==> config.mk <==
export PLATFORM = sky130hd
export DESIGN_NAME = vram_arbiter_flat
export DESIGN_NICKNAME = d
export VERILOG_FILES = /design/src/rtl/vram_arbiter_if.sv /design/src/rtl/vram_arbiter.sv /design/src/flat_wrapper.sv
export SDC_FILE = /design/constraint.sdc
export NUM_CORES = 1
export LEC_CHECK = 0
export BUFFER_PORTS_ARGS = -buffer_cell sky130_fd_sc_hd__clkbuf_2
export CAP_MARGIN = 10
export CORE_UTILIZATION = 40
export CTS_CLUSTER_DIAMETER = 60
export DETAILED_ROUTE_END_ITERATION = 12
export GPL_ROUTABILITY_DRIVEN = 0
export PLACE_DENSITY = 0.82
export RECOVER_POWER = 100
export SLEW_MARGIN = 20
export SYNTH_ARGS = -nofsm -noshare
export SYNTH_HDL_FRONTEND = slang
export SYNTH_SLANG_ARGS = --single-unit
==> constraint.sdc <==
create_clock -name clk -period 1.8 [get_ports clk]
set_input_delay 0.09 -clock clk [delete_from_list [all_inputs] [get_ports clk]]
set_output_delay 0.09 -clock clk [all_outputs]
set_load 0.005 [all_outputs]
==> src/rtl/vram_arbiter_if.sv <==
// Bundle of the video, CPU, DMA and VRAM-side signals around the VRAM arbiter.
// The arbiter takes the slave view; the surrounding system takes the master view.
interface vram_arbiter_if #(
  parameter int ADDR_W = 13,
  parameter int DATA_W = 8
);
  // video scan-out
  logic              vid_slot;
  logic [ADDR_W-1:0] vid_addr;
  logic [DATA_W-1:0] vid_data;
  logic              vid_valid;
  // CPU bus
  logic              cpu_req;
  logic              cpu_we;
  logic [ADDR_W-1:0] cpu_addr;
  logic [DATA_W-1:0] cpu_din;
  logic [DATA_W-1:0] cpu_dout;
  logic              cpu_ack;
  // DMA engine
  logic              dma_req;
  logic              dma_we;
  logic [ADDR_W-1:0] dma_addr;
  logic [DATA_W-1:0] dma_din;
  logic [DATA_W-1:0] dma_dout;
  logic              dma_ack;
  // VRAM port
  logic [ADDR_W-1:0] ram_addr;
  logic [DATA_W-1:0] ram_din;
  logic              ram_we;
  logic [DATA_W-1:0] ram_dout;

  modport slave (
    input  vid_slot, vid_addr,
    input  cpu_req, cpu_we, cpu_addr, cpu_din,
    input  dma_req, dma_we, dma_addr, dma_din,
    input  ram_dout,
    output vid_data, vid_valid,
    output cpu_dout, cpu_ack,
    output dma_dout, dma_ack,
    output ram_addr, ram_din, ram_we
  );

  modport master (
    output vid_slot, vid_addr,
    output cpu_req, cpu_we, cpu_addr, cpu_din,
    output dma_req, dma_we, dma_addr, dma_din,
    output ram_dout,
    input  vid_data, vid_valid,
    input  cpu_dout, cpu_ack,
    input  dma_dout, dma_ack,
    input  ram_addr, ram_din, ram_we
  );
endinterface

==> src/rtl/vram_arbiter.sv <==
// Single-port VRAM arbiter: video on fixed slots, CPU/DMA share the rest.
// Optional macro VRAM_CPU_PRIO_EN: CPU-priority arbitration with DMA starvation guard.
module vram_arbiter #(
  parameter int ADDR_W       = 13,
  parameter int DATA_W       = 8,
  parameter int DMA_MAX_WAIT = 4
) (
  input  logic          clk,
  input  logic          reset,
  vram_arbiter_if.slave bus
);

  typedef enum logic [1:0] {
    OWN_NONE = 2'd0,
    OWN_VID  = 2'd1,
    OWN_CPU  = 2'd2,
    OWN_DMA  = 2'd3
  } owner_e;

  owner_e            w_grant;
  owner_e            r_s1_owner;
  logic              r_s1_we;

  logic              r_cpu_busy;
  logic              r_dma_busy;
  logic              w_cpu_elig;
  logic              w_dma_elig;
  logic              w_contest;
  logic              w_dma_wins;

  logic [DATA_W-1:0] r_vid_data;
  logic              r_vid_valid;
  logic [DATA_W-1:0] r_cpu_dout;
  logic              r_cpu_ack;
  logic [DATA_W-1:0] r_dma_dout;
  logic              r_dma_ack;

  logic [ADDR_W-1:0] w_ram_addr;
  logic [DATA_W-1:0] w_ram_din;
  logic              w_ram_we;

  // A requester stays ineligible from its grant until the end of its ack cycle.
  assign w_cpu_elig = bus.cpu_req & ~r_cpu_busy;
  assign w_dma_elig = bus.dma_req & ~r_dma_busy;
  assign w_contest  = ~reset & ~bus.vid_slot & w_cpu_elig & w_dma_elig;

`ifdef VRAM_CPU_PRIO_EN
  localparam int CNT_W = $clog2(DMA_MAX_WAIT) + 1;

  logic [CNT_W-1:0] r_wait_cnt;

  assign w_dma_wins = (r_wait_cnt >= CNT_W'(DMA_MAX_WAIT));

  always_ff @(posedge clk) begin
    if (reset || !bus.dma_req || (w_grant == OWN_DMA)) begin
      r_wait_cnt <= '0;
    end else if (w_dma_elig && (w_grant == OWN_CPU)) begin
      r_wait_cnt <= r_wait_cnt + CNT_W'(1);
    end
  end
`else
  logic r_rr_cpu_next;
  logic w_unused_cfg;

  assign w_dma_wins   = ~r_rr_cpu_next;
  assign w_unused_cfg = (DMA_MAX_WAIT > 0);

  // Pointer only moves on a real contest, and always towards the loser.
  always_ff @(posedge clk) begin
    if (reset) begin
      r_rr_cpu_next <= 1'b1;
    end else if (w_contest) begin
      r_rr_cpu_next <= (w_grant == OWN_DMA);
    end
  end
`endif

  always_comb begin
    w_grant = OWN_NONE;
    if (reset) begin
      w_grant = OWN_NONE;
    end else if (bus.vid_slot) begin
      w_grant = OWN_VID;
    end else if (w_contest) begin
      w_grant = w_dma_wins ? OWN_DMA : OWN_CPU;
    end else if (w_cpu_elig) begin
      w_grant = OWN_CPU;
    end else if (w_dma_elig) begin
      w_grant = OWN_DMA;
    end
  end

  always_comb begin
    w_ram_addr = '0;
    w_ram_din  = '0;
    w_ram_we   = 1'b0;
    unique case (w_grant)
      OWN_VID: begin
        w_ram_addr = bus.vid_addr;
      end
      OWN_CPU: begin
        w_ram_addr = bus.cpu_addr;
        w_ram_din  = bus.cpu_din;
        w_ram_we   = bus.cpu_we;
      end
      OWN_DMA: begin
        w_ram_addr = bus.dma_addr;
        w_ram_din  = bus.dma_din;
        w_ram_we   = bus.dma_we;
      end
      default: begin
      end
    endcase
  end

  assign bus.ram_addr = w_ram_addr;
  assign bus.ram_din  = w_ram_din;
  assign bus.ram_we   = w_ram_we;

  // Stage 1 remembers who owns the read data that VRAM returns next cycle.
  always_ff @(posedge clk) begin
    if (reset) begin
      r_s1_owner  <= OWN_NONE;
      r_s1_we     <= 1'b0;
      r_cpu_busy  <= 1'b0;
      r_dma_busy  <= 1'b0;
      r_vid_data  <= '0;
      r_vid_valid <= 1'b0;
      r_cpu_dout  <= '0;
      r_cpu_ack   <= 1'b0;
      r_dma_dout  <= '0;
      r_dma_ack   <= 1'b0;
    end else begin
      r_s1_owner <= w_grant;
      r_s1_we    <= (w_grant == OWN_CPU) ? bus.cpu_we :
                    (w_grant == OWN_DMA) ? bus.dma_we : 1'b0;

      r_vid_valid <= (r_s1_owner == OWN_VID);
      r_cpu_ack   <= (r_s1_owner == OWN_CPU);
      r_dma_ack   <= (r_s1_owner == OWN_DMA);

      if (r_s1_owner == OWN_VID) begin
        r_vid_data <= bus.ram_dout;
      end
      if ((r_s1_owner == OWN_CPU) && !r_s1_we) begin
        r_cpu_dout <= bus.ram_dout;
      end
      if ((r_s1_owner == OWN_DMA) && !r_s1_we) begin
        r_dma_dout <= bus.ram_dout;
      end

      if (w_grant == OWN_CPU) begin
        r_cpu_busy <= 1'b1;
      end else if (r_cpu_ack) begin
        r_cpu_busy <= 1'b0;
      end

      if (w_grant == OWN_DMA) begin
        r_dma_busy <= 1'b1;
      end else if (r_dma_ack) begin
        r_dma_busy <= 1'b0;
      end
    end
  end

  assign bus.vid_data  = r_vid_data;
  assign bus.vid_valid = r_vid_valid;
  assign bus.cpu_dout  = r_cpu_dout;
  assign bus.cpu_ack   = r_cpu_ack;
  assign bus.dma_dout  = r_dma_dout;
  assign bus.dma_ack   = r_dma_ack;

endmodule
==> src/flat_wrapper.sv <==
// flat-port wrapper written by rule: the top's interface ports become plain ports
module vram_arbiter_flat 
#(
  parameter int ADDR_W       = 13,
  parameter int DATA_W       = 8,
  parameter int DMA_MAX_WAIT = 4
)
  (clk, reset, bus_vid_slot, bus_vid_addr, bus_cpu_req, bus_cpu_we, bus_cpu_addr, bus_cpu_din, bus_dma_req, bus_dma_we, bus_dma_addr, bus_dma_din, bus_ram_dout, bus_vid_data, bus_vid_valid, bus_cpu_dout, bus_cpu_ack, bus_dma_dout, bus_dma_ack, bus_ram_addr, bus_ram_din, bus_ram_we);
  vram_arbiter_if #(.ADDR_W(ADDR_W), .DATA_W(DATA_W)) bus_i ();
  input  logic clk;
  input  logic reset;
  input wire logic [$bits(bus_i.vid_slot)-1:0] bus_vid_slot;
  input wire logic [$bits(bus_i.vid_addr)-1:0] bus_vid_addr;
  input wire logic [$bits(bus_i.cpu_req)-1:0] bus_cpu_req;
  input wire logic [$bits(bus_i.cpu_we)-1:0] bus_cpu_we;
  input wire logic [$bits(bus_i.cpu_addr)-1:0] bus_cpu_addr;
  input wire logic [$bits(bus_i.cpu_din)-1:0] bus_cpu_din;
  input wire logic [$bits(bus_i.dma_req)-1:0] bus_dma_req;
  input wire logic [$bits(bus_i.dma_we)-1:0] bus_dma_we;
  input wire logic [$bits(bus_i.dma_addr)-1:0] bus_dma_addr;
  input wire logic [$bits(bus_i.dma_din)-1:0] bus_dma_din;
  input wire logic [$bits(bus_i.ram_dout)-1:0] bus_ram_dout;
  output wire logic [$bits(bus_i.vid_data)-1:0] bus_vid_data;
  output wire logic [$bits(bus_i.vid_valid)-1:0] bus_vid_valid;
  output wire logic [$bits(bus_i.cpu_dout)-1:0] bus_cpu_dout;
  output wire logic [$bits(bus_i.cpu_ack)-1:0] bus_cpu_ack;
  output wire logic [$bits(bus_i.dma_dout)-1:0] bus_dma_dout;
  output wire logic [$bits(bus_i.dma_ack)-1:0] bus_dma_ack;
  output wire logic [$bits(bus_i.ram_addr)-1:0] bus_ram_addr;
  output wire logic [$bits(bus_i.ram_din)-1:0] bus_ram_din;
  output wire logic [$bits(bus_i.ram_we)-1:0] bus_ram_we;
  assign bus_i.vid_slot = bus_vid_slot;
  assign bus_i.vid_addr = bus_vid_addr;
  assign bus_i.cpu_req = bus_cpu_req;
  assign bus_i.cpu_we = bus_cpu_we;
  assign bus_i.cpu_addr = bus_cpu_addr;
  assign bus_i.cpu_din = bus_cpu_din;
  assign bus_i.dma_req = bus_dma_req;
  assign bus_i.dma_we = bus_dma_we;
  assign bus_i.dma_addr = bus_dma_addr;
  assign bus_i.dma_din = bus_dma_din;
  assign bus_i.ram_dout = bus_ram_dout;
  assign bus_vid_data = bus_i.vid_data;
  assign bus_vid_valid = bus_i.vid_valid;
  assign bus_cpu_dout = bus_i.cpu_dout;
  assign bus_cpu_ack = bus_i.cpu_ack;
  assign bus_dma_dout = bus_i.dma_dout;
  assign bus_dma_ack = bus_i.dma_ack;
  assign bus_ram_addr = bus_i.ram_addr;
  assign bus_ram_din = bus_i.ram_din;
  assign bus_ram_we = bus_i.ram_we;
  vram_arbiter #(.ADDR_W(ADDR_W), .DATA_W(DATA_W), .DMA_MAX_WAIT(DMA_MAX_WAIT)) u_core (.clk(clk), .reset(reset), .bus(bus_i));
endmodule
### After elaboration in Yosys (flattened, before gate mapping)

Cells that the tools add are included.

| word-level totals | value |
|---|---|
| output and inout port bits | 49 |
| word-level logic and storage cells | 46 |
| bits of input ports | 70 |
| register bits after elaboration | 33 |

| operators by class | value |
|---|---|
| equality and inequality tests | 6 |
| multiplexer cells | 15 |
| bitwise logic cells | 9 |
| reductions and logical operators | 5 |

Operators with widths:

| operator | count |
|---|---|
| case mux 13 bit (3 select lines) | 1 |
| case mux 8 bit (2 select lines) | 1 |
| two-way mux 2 bit | 5 |
| equality test 2 bit (second input constant) | 4 |
| two-way mux 1 bit | 7 |
| AND 1 bit | 5 |
| equality test 2 x 1 -> 1 bit (second input constant) | 2 |
| NOT 1 bit | 4 |
| nonzero test 2 bit | 2 |
| logical AND 1 bit | 2 |
| case mux 1 bit (2 select lines) | 1 |
| logical NOT 1 bit | 1 |

### Depth between registers and ports, before layout

Gate-level depths: netlist of run 1.

| logic depth | value |
|---|---|
| depth in word-level cells | 10 |
| mapped depth | 6 |
| gate-level depth less buffers | 4 |

### Worst setup path after synthesis of run 1

OpenSTA, ideal clock, no wires.

| timing | value |
|---|---|
| path type | register to output |
| start | register u_core.r_rr_cpu_next |
| end | output bus_ram_addr[10] |
| buffers on the path | 2 |
| required time | 1710 ps |
| data arrival time | 1395 ps |
| path slack | 315 ps |
| cell stages (with the launch flop) | 7 |
| path through | dfxtp_1 -> or2_1 -> a211o_1 -> buf_6 -> buf_6 -> mux2i_1 -> o21ai_0 |

| between the ends | value |
|---|---|
| cells in the longest elaborated chain, start to end | 6 |
| elaborated cells between the ends (all ways) | 8 |

RTL lines:

| what | line | text |
|---|---|---|
| start, declared | vram_arbiter.sv:62 | `logic r_rr_cpu_next;` |
| start signal, assigned | vram_arbiter.sv:73 | `r_rr_cpu_next <= (w_grant == OWN_DMA);` |
| two-way mux 1 bit * | vram_arbiter.sv:85 | `w_grant = w_dma_wins ? OWN_DMA : OWN_CPU;` |
| two-way mux 2 bit * | vram_arbiter.sv:84 | `end else if (w_contest) begin` |
| two-way mux 2 bit * | vram_arbiter.sv:82 | `end else if (bus.vid_slot) begin` |
| two-way mux 2 bit * | vram_arbiter.sv:80 | `if (reset) begin` |
| equality test 2 bit or equality test 2 x 1 -> 1 bit (tied branches) | vram_arbiter.sv:97 | `unique case (w_grant)` |
| case mux 13 bit (3 select lines) * | vram_arbiter.sv:97 |  |
| end, declared | flat_wrapper.sv:29 | `output wire logic [$bits(bus_i.ram_addr)-1:0] bus_ram_addr;` |

Mark *: on every way between the ends. The rest lies on a longest branch, timed or not.

### Worst setup path in the final report of run 1

| timing | value |
|---|---|
| start | register u_core.r_rr_cpu_next |
| end | output bus_ram_addr[7] |

Same word-level chain as after synthesis.

==> flow_summary_export.csv, run 1 <==
group,metric,value,unit
worst_setup_path,cp_cell_sequence,"or2_1, a211o_4, buf_12, mux2i_1, o21ai_0, clkbuf_2",
worst_setup_path,end_kind,"primary output",
synthesis,synth_cells,190,
final_layout,multiInputGateArea,899.6,um^2
die,die_area,0.004284,mm^2
timing,report.final.setup_viol,19,
clocking,cts_tree,"built",
worst_setup_path,path_buf_inv,2,
worst_setup_path,r2r_start,"u_core.r_rr_cpu_next",
die,rows,22,
final_layout,drive_gt1_share,41.75,%
timing,layout_min_cycle_time,1.874,ns
synthesis,synth_nets,260,
die,die_x,65.45,um
synthesis,netlist.area_leader.share,41.03,%
detailed_routing,routed_wl,4332,um
synthesis,synth_area_leader_cell,"dfxtp_1",
timing,skew,0.003252,ns
final_layout,ff_latch_area,661.9,um^2
clocking,cts.sinks,33,
synthesis,synth_area,0.001610,mm^2
worst_setup_path,cp_slowest_stage_delay,0.42,ns
clocking,cts_root_buf,"clkbuf_8",
grt,antenna_found_initial,0,
pwr,total_power,1.683,mW
worst_setup_path,crit_family,"compound AO/OA/AOI/OAI gates",
clocking,clk_path_buf_depth,2,
pwr,p_per_area,694.2,mW/mm^2
detailed_routing,drc_errors,0,
timing,rsz0062_at_grt,"yes",
synthesis,muxShareOfSynthArea,23.62,%
clocking,clk_latency,0.28,ns
timing,worst_slack,-0.07374,ns
worst_setup_path,critical_path.startpoint,"u_core.r_rr_cpu_next",
job,maxCapViolCount,0,
detailed_routing,wl_per_cell,12.13,um
timing,fin_crit_sh,104.1,%
synthesis,postSynthAreaPerCell,8.475,um^2
worst_setup_path,critPathSlowestCell,"a211o_4",
placed_design,dp_hpwl,3268,um
grt,grt_max_degree,30,
pwr,peakVddDrop,0.3150,mV
synthesis,yosys.area_share.simple,19.74,%
grt,grt_pass1_vias,1586,
worst_setup_path,start_kind,"flop",
synthesis,synth.distinct_cells,21,
grt,gr-total-overflow,0,
timing,hold_ws,0.05898,ns
clocking,cts-buffers-inserted,5,
synthesis,synth-compound-area-share,9.324,%
grt,grt_use_total,20.22,%
final_layout,final_nets,379,
final_layout,area_growth_syn_to_layout,50.58,%
synthesis,synth_adder_area_share,0,%
hold_path,holdCritPathClass,"in2reg",
die,initial_core_util,42.70,%
clocking,cts.htree.levels,2,
synthesis,synth_xor_xnor_area_share,0.5439,%
status,status,"complete, but fails checks",
timing,tightestPinTransition,0.8493,ns
worst_setup_path,worstPathMaxFanout,6,
detailed_routing,drt-initial-drc-count,70,
synthesis,yosysSeqAreaShare,41.03,%
final_layout,n_fill_cell,328,
worst_setup_path,cp_data_arrival_time,1.78,ns
grt,grt_pass1_wl,6624,um
clocking,clk_pin_slew,0.06,ns
hold_path,holdCritStartpoint,"bus_ram_dout[1]",
detailed_routing,vias,1732,
final_layout,finish.utilization,64.30,%
synthesis,yosys_register_bits,33,
synthesis,yosys_warnings,0,
timing,relSlewSlack,43.26,%
timing,fmax,0.5337,GHz
detailed_routing,firstDrtPassIters,4,
die,core_area,0.003771,mm^2
worst_setup_path,r2r_setup_slack,0.34,ns
worst_setup_path,cp.required,1.71,ns
placed_design,portBuffers,118,
pwr,power_leakage,1.325,nW
worst_setup_path,critPathKind,"reg2out",
final_layout,num_antenna_cells,0,
detailed_routing,detail-route-antenna-nets,0,
status,violations,"negative setup slack",
synthesis,synth_top_family_by_area,"multiplexers",
die,ios,119,
timing,slew_viol_final,0,
timing,final_hold_viol_count,0,
synthesis,ys_top_cells_by_area,"dfxtp_1 41%, mux2i_1 24%, nor2_1 7.2%, nand2_1 6.8%, o21ai_0 4.4%",
detailed_routing,viasPerCell,4.852,
die,die_height,65.45,um
-- worst paths after layout --
| path | to | depth (start not counted) |
|---|---|---|
| setup reg to reg | u_core.r_s1_we | 5 |
| hold reg to reg | u_core.bus.vid_data[0] | 2 |
| hold / removal | u_core.bus.vid_data[1] | 3 |
| setup / recovery | bus_ram_addr[7] | 6 |
-- final cells by class --
cell class              instances  area share [%]
repair buffers                126           29.26
clock buffers                   7           3.560
flip-flops and latches         33           27.30
multi-input cells             141           37.10
inverters                       2          0.3096
well taps                      48           2.477
-- flip-flops by register name (all words and copies together), names as in the netlist --
register,cells
u_core.r_cpu_busy,1
u_core.bus.dma_ack,1
u_core.bus.vid_data,8
u_core.bus.cpu_dout,8
u_core.r_rr_cpu_next,1
u_core.r_s1_we,1
u_core.bus.dma_dout,8
u_core.bus.vid_valid,1
u_core.bus.cpu_ack,1
u_core.r_s1_owner,2
u_core.r_dma_busy,1
-- metrics by stage --
stage	setup TNS (ns)	cells	cell area (um^2)	setup slack (ns)
3_5_place_dp	0	345	2216	0.1922
2_1_floorplan	0	190	1610	0.3154
5_1_grt	-2.630	357	2425	-0.1587
4_1_cts	-0.6859	356	2415	-0.06442
3_3_place_gp	0	345	2216	0.2317
6_report	-0.8595	357	2425	-0.07374
-- tightest hold or removal path, cell delays in order --
cell and delay [ns]:
clkbuf_2 0.10, nand2_1 0.05, a21oi_1 0.05
-- placed cells by master, fill, tap and decap left out, types with 2 or more instances in the layout --
cell      netlist  layout
clkbuf_2        0      95
mux2i_1        38      35
dfxtp_1        33      32
nor2_1         31      31
nand2_1        29      29
clkbuf_1       10      12
buf_2           1      12
o21ai_1         0      11
a21oi_1        11      11
clkbuf_8        0       6
nand2b_1        5       4
buf_4           0       4
nor2b_1         3       3
o21ai_0        14       3
buf_16          0       3
mux2i_2         0       2
inv_1           2       2
-- layer usage --
metal / global-route usage, % / share of wire, % / vias up
met1: 21.86 / 40 / 779
met4: 9.511 / 2.2 / 0
met3: 4.861 / 7.0 / 12
met5: 0 / 0 / -
met2: 36.60 / 51 / 73
li1: - / - / 868
-- synthesized netlist by cell type, drive strengths merged --
cell and count:
or2 1, nor3 1, o21ai 14, xnor2 1
clkbuf 10, and3b 1, nand2 29, nand2b 5
dfxtp 33, mux2i 38, a21oi 11, a211oi 1
nor3b 2, a211o 2, buf 4, inv 2
nand3b 1, nor2 31, nor2b 3
-- cells by family after synthesis --
kind of cell / after synthesis
muxes: 38
xor gates and xnor gates: 1
and+or+nand+nor: 74
DFF: 33
buffers and inverters: 16
AOI/OAI and AO/OA: 28
-- timing repair --
item	CTS	global route
resized for setup	18	17
setup endpoints to repair	21	22
pin swaps	2	2
endpoints found under the hold margin	0	0
buffers inserted	1	1
cloned	3	0
hold buffers	0	0
-- power breakdown --
part	switching, mW	leakage (nW)	internal [mW]
logic	0.166	1.01	0.194
registers	0.0190	0.269	0.764
clock network	0.238	0.0443	0.303
total	0.423	1.32	1.26
(Power assumes the default switching activity.)
==> inputs of run 2 (changes only) <==
--- a/config.mk
+++ b/config.mk
@@ -13,6 +13,7 @@
 export GPL_ROUTABILITY_DRIVEN = 0
 export PLACE_DENSITY = 0.82
 export RECOVER_POWER = 100
+export REMOVE_ABC_BUFFERS = 1
 export SLEW_MARGIN = 20
 export SYNTH_ARGS = -nofsm -noshare
 export SYNTH_HDL_FRONTEND = slang
==> flow_summary_export.csv, run 2 (synthesized netlist as in run 1, its figures left out) <==
group,metric,value,unit
timing,report.final.setup_viol,16,
grt,grt_use_total,19.61,%
timing,layout_min_cycle_time,1.874,ns
grt,top_usage_layer,"met2",
worst_setup_path,r2r_start,"u_core.r_rr_cpu_next",
final_layout,num_antenna_cells,0,
hold_path,holdCritPathClass,"in2reg",
detailed_routing,viasPerCell,4.766,
final_layout,final_cell_mix,"95 x clkbuf_2, 37 x mux2i_1, 32 x dfxtp_1",
detailed_routing,drc_errors,0,
clocking,clk_path_buf_depth,2,
clocking,hold_buffers,0,
final_layout,mostFrequentLayoutCell,"clkbuf_2",
worst_setup_path,cp_cell_sequence,"or2_1, a211o_4, buf_16, mux2i_2, nor2_1, clkbuf_2",
status,status,"complete, but fails checks",
clocking,clk_pin_slew,0.06,ns
grt,grt_pass1_vias,1528,
grt,antenna_found_initial,0,
final_layout,drive_gt1_share,38.59,%
timing,worst_slack,-0.07397,ns
worst_setup_path,critPathKind,"reg2out",
detailed_routing,drt-initial-drc-count,49,
grt,grt_pass1_wl,6361,um
clocking,cts_root_buf,"clkbuf_8",
timing,fin_tns_setup,-0.7143,ns
grt,grt_use_met1,20.19,%
worst_setup_path,critPathSlowestCell,"a211o_4",
clocking,cts_tree,"built",
placed_design,place_ws,0.1401,ns
hold_path,holdCritStartpoint,"bus_ram_dout[0]",
worst_setup_path,start_kind,"flop",
worst_setup_path,cp.required,1.71,ns
worst_setup_path,end_kind,"primary output",
die,die_height,65.45,um
timing,rsz0062_at_grt,"yes",
clocking,clk_latency,0.28,ns
timing,skew,0.006189,ns
die,die_area,0.004284,mm^2
timing,fin_crit_sh,104.1,%
timing,final_hold_viol_count,0,
detailed_routing,detail-route-antenna-nets,0,
grt,grt_max_degree,31,
timing,relSlewSlack,59.82,%
detailed_routing,routed_wl,4279,um
timing,tightestPinTransition,0.6009,ns
die,initial_core_util,42.70,%
die,core_area,0.003771,mm^2
detailed_routing,vias,1711,
detailed_routing,wl_per_cell,11.92,um
timing,slew_viol_final,0,
grt,gr-total-overflow,0,
worst_setup_path,cp_data_arrival_time,1.78,ns
detailed_routing,firstDrtPassIters,4,
die,die_x,65.45,um
worst_setup_path,critical_path.startpoint,"u_core.r_rr_cpu_next",
pwr,peakVddDrop,0.3579,mV
timing,fmax,0.5336,GHz
status,violations,"negative setup slack",
job,maxCapViolCount,0,
die,ios,119,
die,rows,22,
placed_design,portBuffers,118,
worst_setup_path,path_buf_inv,2,
worst_setup_path,cp_slowest_stage_delay,0.39,ns
worst_setup_path,worstPathMaxFanout,6,
grt,globalRouteMet3Util,5.035,%
worst_setup_path,crit_family,"compound AO/OA/AOI/OAI gates",
clocking,cts-buffers-inserted,5,
placed_design,dp_hpwl,3146,um
clocking,cts.sinks,33,
final_layout,area_growth_syn_to_layout,49.11,%
pwr,p_per_area,763.2,mW/mm^2
final_layout,final_nets,380,
clocking,cts.htree.levels,2,
grt,met2_usage,36.34,%
pwr,power_leakage,1.305,nW
==> run 2: cell count changes in the layout (fill, tap and decap cells not counted), sizes merged <==
cell    before  now
clkbuf     113  121
buf         20   13
bufinv       0    1
==> run 2: repair_timing <==
item	CTS	global route
pin swaps	1	0
resized for setup	23	7
endpoints found under the hold margin	0	0
cloned	2	0
setup endpoints to repair	22	22
buffers inserted	2	0
==> run 2: layout make-up <==
type / count / area, um^2
Sequential cell: 33 / 661.9
Fill cell: 340 / 1370
Clock inverter: 1 / 30.03
Timing Repair Buffer: 127 / 681.9
Clock buffer: 7 / 86.33
Multi-Input combinational cell: 141 / 873.3
Tap cell: 48 / 60.06
Inverter: 2 / 7.507
==> run 2: report_power, final <==
group	leakage (nW)	switching, mW	internal [mW]	total, mW
Sequential	0.269	0.0187	0.764	0.782
Clock	0.0585	0.254	0.451	0.705
Combinational	0.978	0.163	0.183	0.345
Total	1.31	0.435	1.40	1.83
==> run 2: worst min-delay path, cell delays in order <==
cell      delay, ns
clkbuf_2       0.10
nand2_1        0.06
a21oi_1        0.05
==> run 2: routing by layer <==
layer	part of all wire, %	wire [um]
met1	41	1748
met3	6.8	292
met5	0	0
met4	1.3	55
met2	51	2182
==> run 2: worst paths after layout <==
kind	endpoint	slack, ns	cells after the start
worst min register to register	u_core.bus.vid_data[0]	0.45	2
worst max-delay path	bus_ram_we	-0.07	6
worst max register to register	u_core.r_s1_we	0.20	6
worst min-delay path	u_core.bus.vid_data[0]	0.06	3
==> run 2: through the flow <==
step | cells | hold slack [ns] | utilization (%) | power (mW) | cell area (um^2)
4_1_cts | 359 | 0.04927 | 64.57 | 1.856 | 2435
2_1_floorplan | 176 | 0.1591 | - | 0.9396 | 1525
5_1_grt | 359 | 0.05582 | 63.67 | 1.924 | 2401
3_5_place_dp | 347 | 0.3556 | 58.83 | 1.113 | 2218
6_report | 359 | 0.05980 | 63.67 | 1.832 | 2401
3_3_place_gp | 347 | 0.3450 | 58.83 | 1.104 | 2218
